File: src/rtl/multicycle_controller.sv
// Moore control FSM for the multi-cycle RISC-V core: sequences ALU, memory port, PC, register file.
// Latency: 2..5 cycles per instruction (FETCH inclusive); outputs decode the current state register.
// Backpressure: none; free-running sequencer with no stall input, synchronous active-high reset.
module multicycle_controller #(
   parameter int CNT_WIDTH = 32
) (
   input  logic                 clk,
   input  logic                 reset,
   input  logic [6:0]           op,
   input  logic [2:0]           funct3,
   input  logic                 funct7b5,
   input  logic [3:0]           Flags,
   output logic                 PCWrite,
   output logic                 AdrSrc,
   output logic                 MemWrite,
   output logic                 IRWrite,
   output logic [1:0]           ResultSrc,
   output logic [1:0]           ALUSrcA,
   output logic [1:0]           ALUSrcB,
   output logic [1:0]           ImmSrc,
   output logic                 RegWrite,
   output logic [2:0]           ALUControl,
   output logic [3:0]           state,
   output logic [CNT_WIDTH-1:0] instret
);

   typedef enum logic [3:0] {
      S_FETCH    = 4'd0,
      S_DECODE   = 4'd1,
      S_MEMADR   = 4'd2,
      S_MEMREAD  = 4'd3,
      S_MEMWB    = 4'd4,
      S_MEMWRITE = 4'd5,
      S_EXECUTER = 4'd6,
      S_EXECUTEI = 4'd7,
      S_ALUWB    = 4'd8,
      S_BEQ      = 4'd9,
      S_JAL      = 4'd10
   } state_t;

   localparam logic [6:0] OP_LW   = 7'b0000011;
   localparam logic [6:0] OP_SW   = 7'b0100011;
   localparam logic [6:0] OP_R    = 7'b0110011;
   localparam logic [6:0] OP_I    = 7'b0010011;
   localparam logic [6:0] OP_BEQ  = 7'b1100011;
   localparam logic [6:0] OP_JAL  = 7'b1101111;

   state_t               r_state;
   logic [CNT_WIDTH-1:0] r_instret;

   state_t     w_next;
   logic       w_retire;
   logic       w_pc_update;
   logic       w_branch;
   logic [1:0] w_alu_op;
   logic       w_irwrite;
   logic       w_memwrite;
   logic       w_regwrite;
   // Only the Zero flag steers control; the other ALU flags are ignored here.
   logic       w_unused_flags;

   assign w_unused_flags = ^{Flags[3], Flags[1:0]};

   // Next-state selection; unused encodings fall back to FETCH.
   always_comb begin
      w_next = S_FETCH;
      case (r_state)
         S_FETCH:    w_next = S_DECODE;
         S_DECODE: begin
            case (op)
               OP_LW, OP_SW: w_next = S_MEMADR;
               OP_R:         w_next = S_EXECUTER;
               OP_I:         w_next = S_EXECUTEI;
               OP_BEQ:       w_next = S_BEQ;
               OP_JAL:       w_next = S_JAL;
               default:      w_next = S_FETCH;
            endcase
         end
         S_MEMADR:   w_next = (op == OP_LW) ? S_MEMREAD : S_MEMWRITE;
         S_MEMREAD:  w_next = S_MEMWB;
         S_EXECUTER: w_next = S_ALUWB;
         S_EXECUTEI: w_next = S_ALUWB;
         S_JAL:      w_next = S_ALUWB;
         default:    w_next = S_FETCH;
      endcase
   end

   // An instruction retires on the edge leaving its final state.
   assign w_retire = (r_state == S_MEMWB) || (r_state == S_MEMWRITE) ||
                     (r_state == S_ALUWB) || (r_state == S_BEQ);

   // State register and retired-instruction counter; reset aborts any instruction in flight.
   always_ff @(posedge clk) begin
      if (reset) begin
         r_state   <= S_FETCH;
         r_instret <= '0;
      end else begin
         r_state <= w_next;
         if (w_retire) begin
            r_instret <= r_instret + CNT_WIDTH'(1);
         end
      end
   end

   // Moore output decode of the current state.
   always_comb begin
      w_pc_update = 1'b0;
      w_branch    = 1'b0;
      w_alu_op    = 2'b00;
      w_irwrite   = 1'b0;
      w_memwrite  = 1'b0;
      w_regwrite  = 1'b0;
      AdrSrc      = 1'b0;
      ResultSrc   = 2'b00;
      ALUSrcA     = 2'b00;
      ALUSrcB     = 2'b00;
      case (r_state)
         S_FETCH: begin
            w_irwrite   = 1'b1;
            ALUSrcB     = 2'b10;
            ResultSrc   = 2'b10;
            w_pc_update = 1'b1;
         end
         S_DECODE: begin
            ALUSrcA = 2'b01;
            ALUSrcB = 2'b01;
         end
         S_MEMADR: begin
            ALUSrcA = 2'b10;
            ALUSrcB = 2'b01;
         end
         S_MEMREAD: AdrSrc = 1'b1;
         S_MEMWB: begin
            ResultSrc  = 2'b01;
            w_regwrite = 1'b1;
         end
         S_MEMWRITE: begin
            AdrSrc     = 1'b1;
            w_memwrite = 1'b1;
         end
         S_EXECUTER: begin
            ALUSrcA  = 2'b10;
            w_alu_op = 2'b10;
         end
         S_EXECUTEI: begin
            ALUSrcA  = 2'b10;
            ALUSrcB  = 2'b01;
            w_alu_op = 2'b10;
         end
         S_ALUWB: w_regwrite = 1'b1;
         S_BEQ: begin
            ALUSrcA  = 2'b10;
            w_alu_op = 2'b01;
            w_branch = 1'b1;
         end
         S_JAL: begin
            ALUSrcA     = 2'b01;
            ALUSrcB     = 2'b10;
            w_pc_update = 1'b1;
         end
         default: begin
         end
      endcase
   end

   // ALU decoder: op[5] separates register (sub-capable) from immediate forms.
   always_comb begin
      ALUControl = 3'b000;
      case (w_alu_op)
         2'b01: ALUControl = 3'b001;
         2'b10: begin
            case (funct3)
               3'b000:  ALUControl = (op[5] & funct7b5) ? 3'b001 : 3'b000;
               3'b010:  ALUControl = 3'b101;
               3'b110:  ALUControl = 3'b011;
               3'b111:  ALUControl = 3'b010;
               default: ALUControl = 3'b000;
            endcase
         end
         default: ALUControl = 3'b000;
      endcase
   end

   // Immediate format follows the opcode of the latched instruction.
   always_comb begin
      case (op)
         OP_SW:   ImmSrc = 2'b01;
         OP_BEQ:  ImmSrc = 2'b10;
         OP_JAL:  ImmSrc = 2'b11;
         default: ImmSrc = 2'b00;
      endcase
   end

   // Write strobes are suppressed while reset is held so an aborted instruction leaves no side effects.
   assign PCWrite  = ~reset & (w_pc_update | (w_branch & Flags[2]));
   assign IRWrite  = ~reset & w_irwrite;
   assign MemWrite = ~reset & w_memwrite;
   assign RegWrite = ~reset & w_regwrite;

   assign state   = r_state;
   assign instret = r_instret;

endmodule

File: config.mk
export PLATFORM = sky130hd
export DESIGN_NAME = multicycle_controller
export DESIGN_NICKNAME = d
export VERILOG_FILES = /design/src/rtl/multicycle_controller.sv
export SDC_FILE = /design/constraint.sdc
export NUM_CORES = 1
export LEC_CHECK = 0
export ABC_AREA = 1
export BUFFER_PORTS_ARGS = -buffer_cell sky130_fd_sc_hd__buf_2
export CAP_MARGIN = 25
export CORE_MARGIN = 2
export CORE_UTILIZATION = 52
export CTS_CLUSTER_DIAMETER = 40
export DETAILED_ROUTE_END_ITERATION = 6
export MAX_ROUTING_LAYER = met4
export PLACE_DENSITY = 0.8
export SKIP_CTS_REPAIR_TIMING = 1
export SYNTH_ARGS = -nofsm -noshare
export SYNTH_HDL_FRONTEND = slang
export SYNTH_SLANG_ARGS = --single-unit
File: constraint.sdc
create_clock -name clk -period 1.88 [get_ports clk]
set_clock_uncertainty 0.15 [all_clocks]
set_input_delay 0.376 -clock clk [delete_from_list [all_inputs] [get_ports clk]]
set_output_delay 0.376 -clock clk [all_outputs]
set_load 0.005 [all_outputs]
==> metrics.md <==
| Metric | Value |
|---|---|
| Worst slack, placed | 3.59 ps |
| Sequential fraction of the synthesis area | 31.3% |
| Vias in the first global route | 2348 |
| CP startpoint | state[3]$_SDFF_PP0_ |
| Pint | 1.27 mW |
| Worst endpoint data arrival time | 1490 ps |
| Violated checks | negative setup slack |
| Post-synth top area cell | dfxtp_1 |
| Unrepaired setup endpoints after global routing | true |
| Drt wl/cell | 12.2 um |
| Hpwl dp | 4530 um |
| Syn. warnings | 0 |
| WS Path Type | reg2out |
| Chip height | 70.6 um |
| Hold path depth | 2 |
| Worst Slack Setup Final | -136 ps |
| Mapped Area | 2300 sq um |
| Clk buf depth | 2 |
| Final WL | 6140 um |
| Final GP Congestion | 0.839 |
| Die Wd | 70.6 um |
| Max-cap violations | 0 |
| Initial Util | 53.3% |
| Slew headroom | 78.7% |
| WP data required | 1350 ps |
| Hold Path End | state[0]$_SDFF_PP0_ |
| Worst-margin pin slew | 318 ps |
| Clock group share of total power | 46.4% |
| Ant. Diodes | 0 |
| Area contributors post-synth | dfxtp_1 31%, nand2_1 15%, nor2_1 11% |
| Count of final hold-check violations | 0 |
| Drt via density | 5.05 |
| Row count | 24 |
| Net Sw Frac | 21.3% |
| # DRC | 0 |
| VDD IR max | 380 uV |
| CP max FO | 4 |
| CTS Buf Count | 5 |
| Total power | 1.62 mW |
| Clock period minus worst slack | 2020 ps |
| FF+latch count, synth | 36 |
| Seq pwr share | 47.3% |
| Share of cells above drive strength 1 | 30.7% |
| Pins Over Slew Limit | 0 |
| FF/Latch Area | 728 sq um |
| Top cell type's share of synthesized area | 31.3% |
| Post-route antenna net violation count | 0 |
| Period utilization | 107% |
| FF-to-FF setup slack | 210 ps |
| Multi-input logic area | 1430 sq um |
| Source of the worst hold timing path | reset |
| DR iter-0 viols | 172 |
| Hold Crit Class | in2reg |
| Detailed Routing Iterations Pass 1 | 4 |
| Core area | 4320 sq um |
| Fillers | 398 |
| Io pins | 69 |
| R2R Path Start | instret[1]$_SDFFE_PP0P_ |
| P&R area growth vs syn | 29.9% |
| Reg2reg path depth | 10 |
| FMAX | 496 MHz |
| Setup TNS | -434 ps |
| Detailed-route via count | 2533 |
| Clock transition at path regs | 70 ps |
| CTS tree | done |
| Clk_lat worst skew | 290 ps |
| NetSw | 345 uW |
| Pleak | 1.51 nW |
| Post-Syn Area per Cell | 6.28 sq um |
| Synthesized net count | 387 |
| Distinct cells, synth | 29 |
| Cells after Synth | 367 |
| CP Launch Type | flop |
| Tot GR Track Use | 25.9% |
| TritonCTS Sinks | 36 |
| P per Cell Area | 541 nW/um^2 |
| Min Hold Slack | 211 ps |
| Outcome | finished, violations left |
| Final nets | 469 |
| Clk root buf | clkbuf_8 |
| RR Endpoint | instret[14]$_SDFFE_PP0P_ |
| Total gr overflow | 0 |
| Final core occ | 69.2% |
| Final setup fails | 5 |
| Die area | 4980 sq um |
| Antenna violations before repair | 0 |
| H-tree depth | 2 |
| Critical path capture point type | primary output |
| Largest net degree at the start of global routing | 25 |
| Gate power share | 6.4% |
| First-pass GRT wire length | 10300 um |
| PortBufs | 65 |
[cell families (layout without fill, tap and decap cells)]
kind of cell    after synthesis  count (layout)  share of synthesized area [%]
simple gates                235             235                           49.3
buf+inv                      61             144                           9.99
flops                        36              36                           31.3
compound gates               29              29                           6.63
fa+ha+maj                     3               3                           1.63
xor+xnor                      3               3                           1.14
[worst max-delay path, stage by stage (launching register included)]
cell,delay (ps)
dfxtp_2,340
inv_2,50
nand2_2,50
inv_2,60
nand2_2,60
inv_2,60
ha_4,140
nand2_4,50
nor2_2,100
nor2_1,60
a21oi_1,120
buf_2,120
[power by group through the flow]
stage               sequential, mW  combinational (mW)  clock, mW
detailed placement           0.784              0.0940          0
global placement             0.784              0.0918          0
global route                 0.765               0.115      0.795
floorplan                    0.785              0.0460          0
CTS                          0.766              0.0945      0.768
finish                       0.765               0.103      0.750
[synth_stat cells (all sizes together)]
cell type and number:
inv 57, a31oi 1, nor2 80, and2 1
xor2 1, o21ai 11, nand3 30, a21oi 15
buf 2, nor3 7, o311ai 1, ha 3
o21bai 1, xnor2 2, nand2 97, nor4 1
and3 4, or2 1, clkbuf 2, nand4 14
dfxtp 36
[cell usage in the layout, fill, tap and decap left out]
cell type,netlist,routed
nand2_1,90,85
buf_2,1,65
nor2_1,66,61
inv_1,55,51
dfxtp_1,36,32
nand3_1,24,24
a21oi_1,15,15
nand4_1,14,14
buf_4,0,13
o21ai_0,11,11
nor2_2,6,10
nand2_2,4,7
nor3_1,7,7
nor2_4,6,7
clkbuf_8,0,7
inv_2,2,6
nand3_2,6,6
nand2_4,3,4
and3_1,4,3
dfxtp_2,0,3
nor2_8,2,2
xnor2_1,2,2
ha_1,3,2
o311ai_0,1,1
nor4_2,0,1
nand2_8,0,1
and3_4,0,1
or2_2,1,1
o21bai_1,1,1
and2_1,1,1
a31oi_1,1,1
xor2_1,1,1
ha_4,0,1
bufinv_16,0,1
buf_6,0,1
dfxtp_4,0,1
[sequential cells by signal (all words and copies together) (netlist names)]
name,cells
state,4
instret,32
[metal layers]
| layer | wire (um) | vias up | share of wire, % | global-route usage (%) |
|---|---|---|---|---|
| met5 | 0 | - | 0 | - |
| met4 | 97 | 0 | 1.6 | 8.39 |
| met3 | 289 | 10 | 4.7 | 5.84 |
| met2 | 2970 | 58 | 48 | 43.3 |
| met1 | 2790 | 1144 | 45 | 31.1 |
| li1 | - | 1321 | - | - |
[how the worst max path moves through the flow]
stage | end | slack (ps) | depth (start not counted)
2_1_floorplan | ALUControl[2] | 90 | 7
3_3_place_gp | ALUControl[2] | 60 | 6
3_5_place_dp | ALUControl[2] | 4 | 6
4_1_cts | ALUControl[2] | -310 | 6
5_1_grt | ALUControl[0] | -250 | 11
6_report | ALUControl[0] | -140 | 11
[cell type report]
type / count / area share, %
tap: 52 / 2.17
sequential: 36 / 24.3
timing repair buffer: 79 / 14.5
multi-input combinational: 270 / 47.6
clock inverter: 1 / 1.00
inverter: 57 / 7.15
clock buffer: 7 / 3.22
[per-stage QoR]
| stage | area [sq um] | instances |
|---|---|---|
| after floorplan | 2300 | 367 |
| after global placement | 2750 | 490 |
| after detailed placement | 2750 | 490 |
| after CTS | 2880 | 498 |
| after global routing | 2990 | 502 |
| final | 2990 | 502 |
Note: power is estimated with default switching activity, not from simulation.
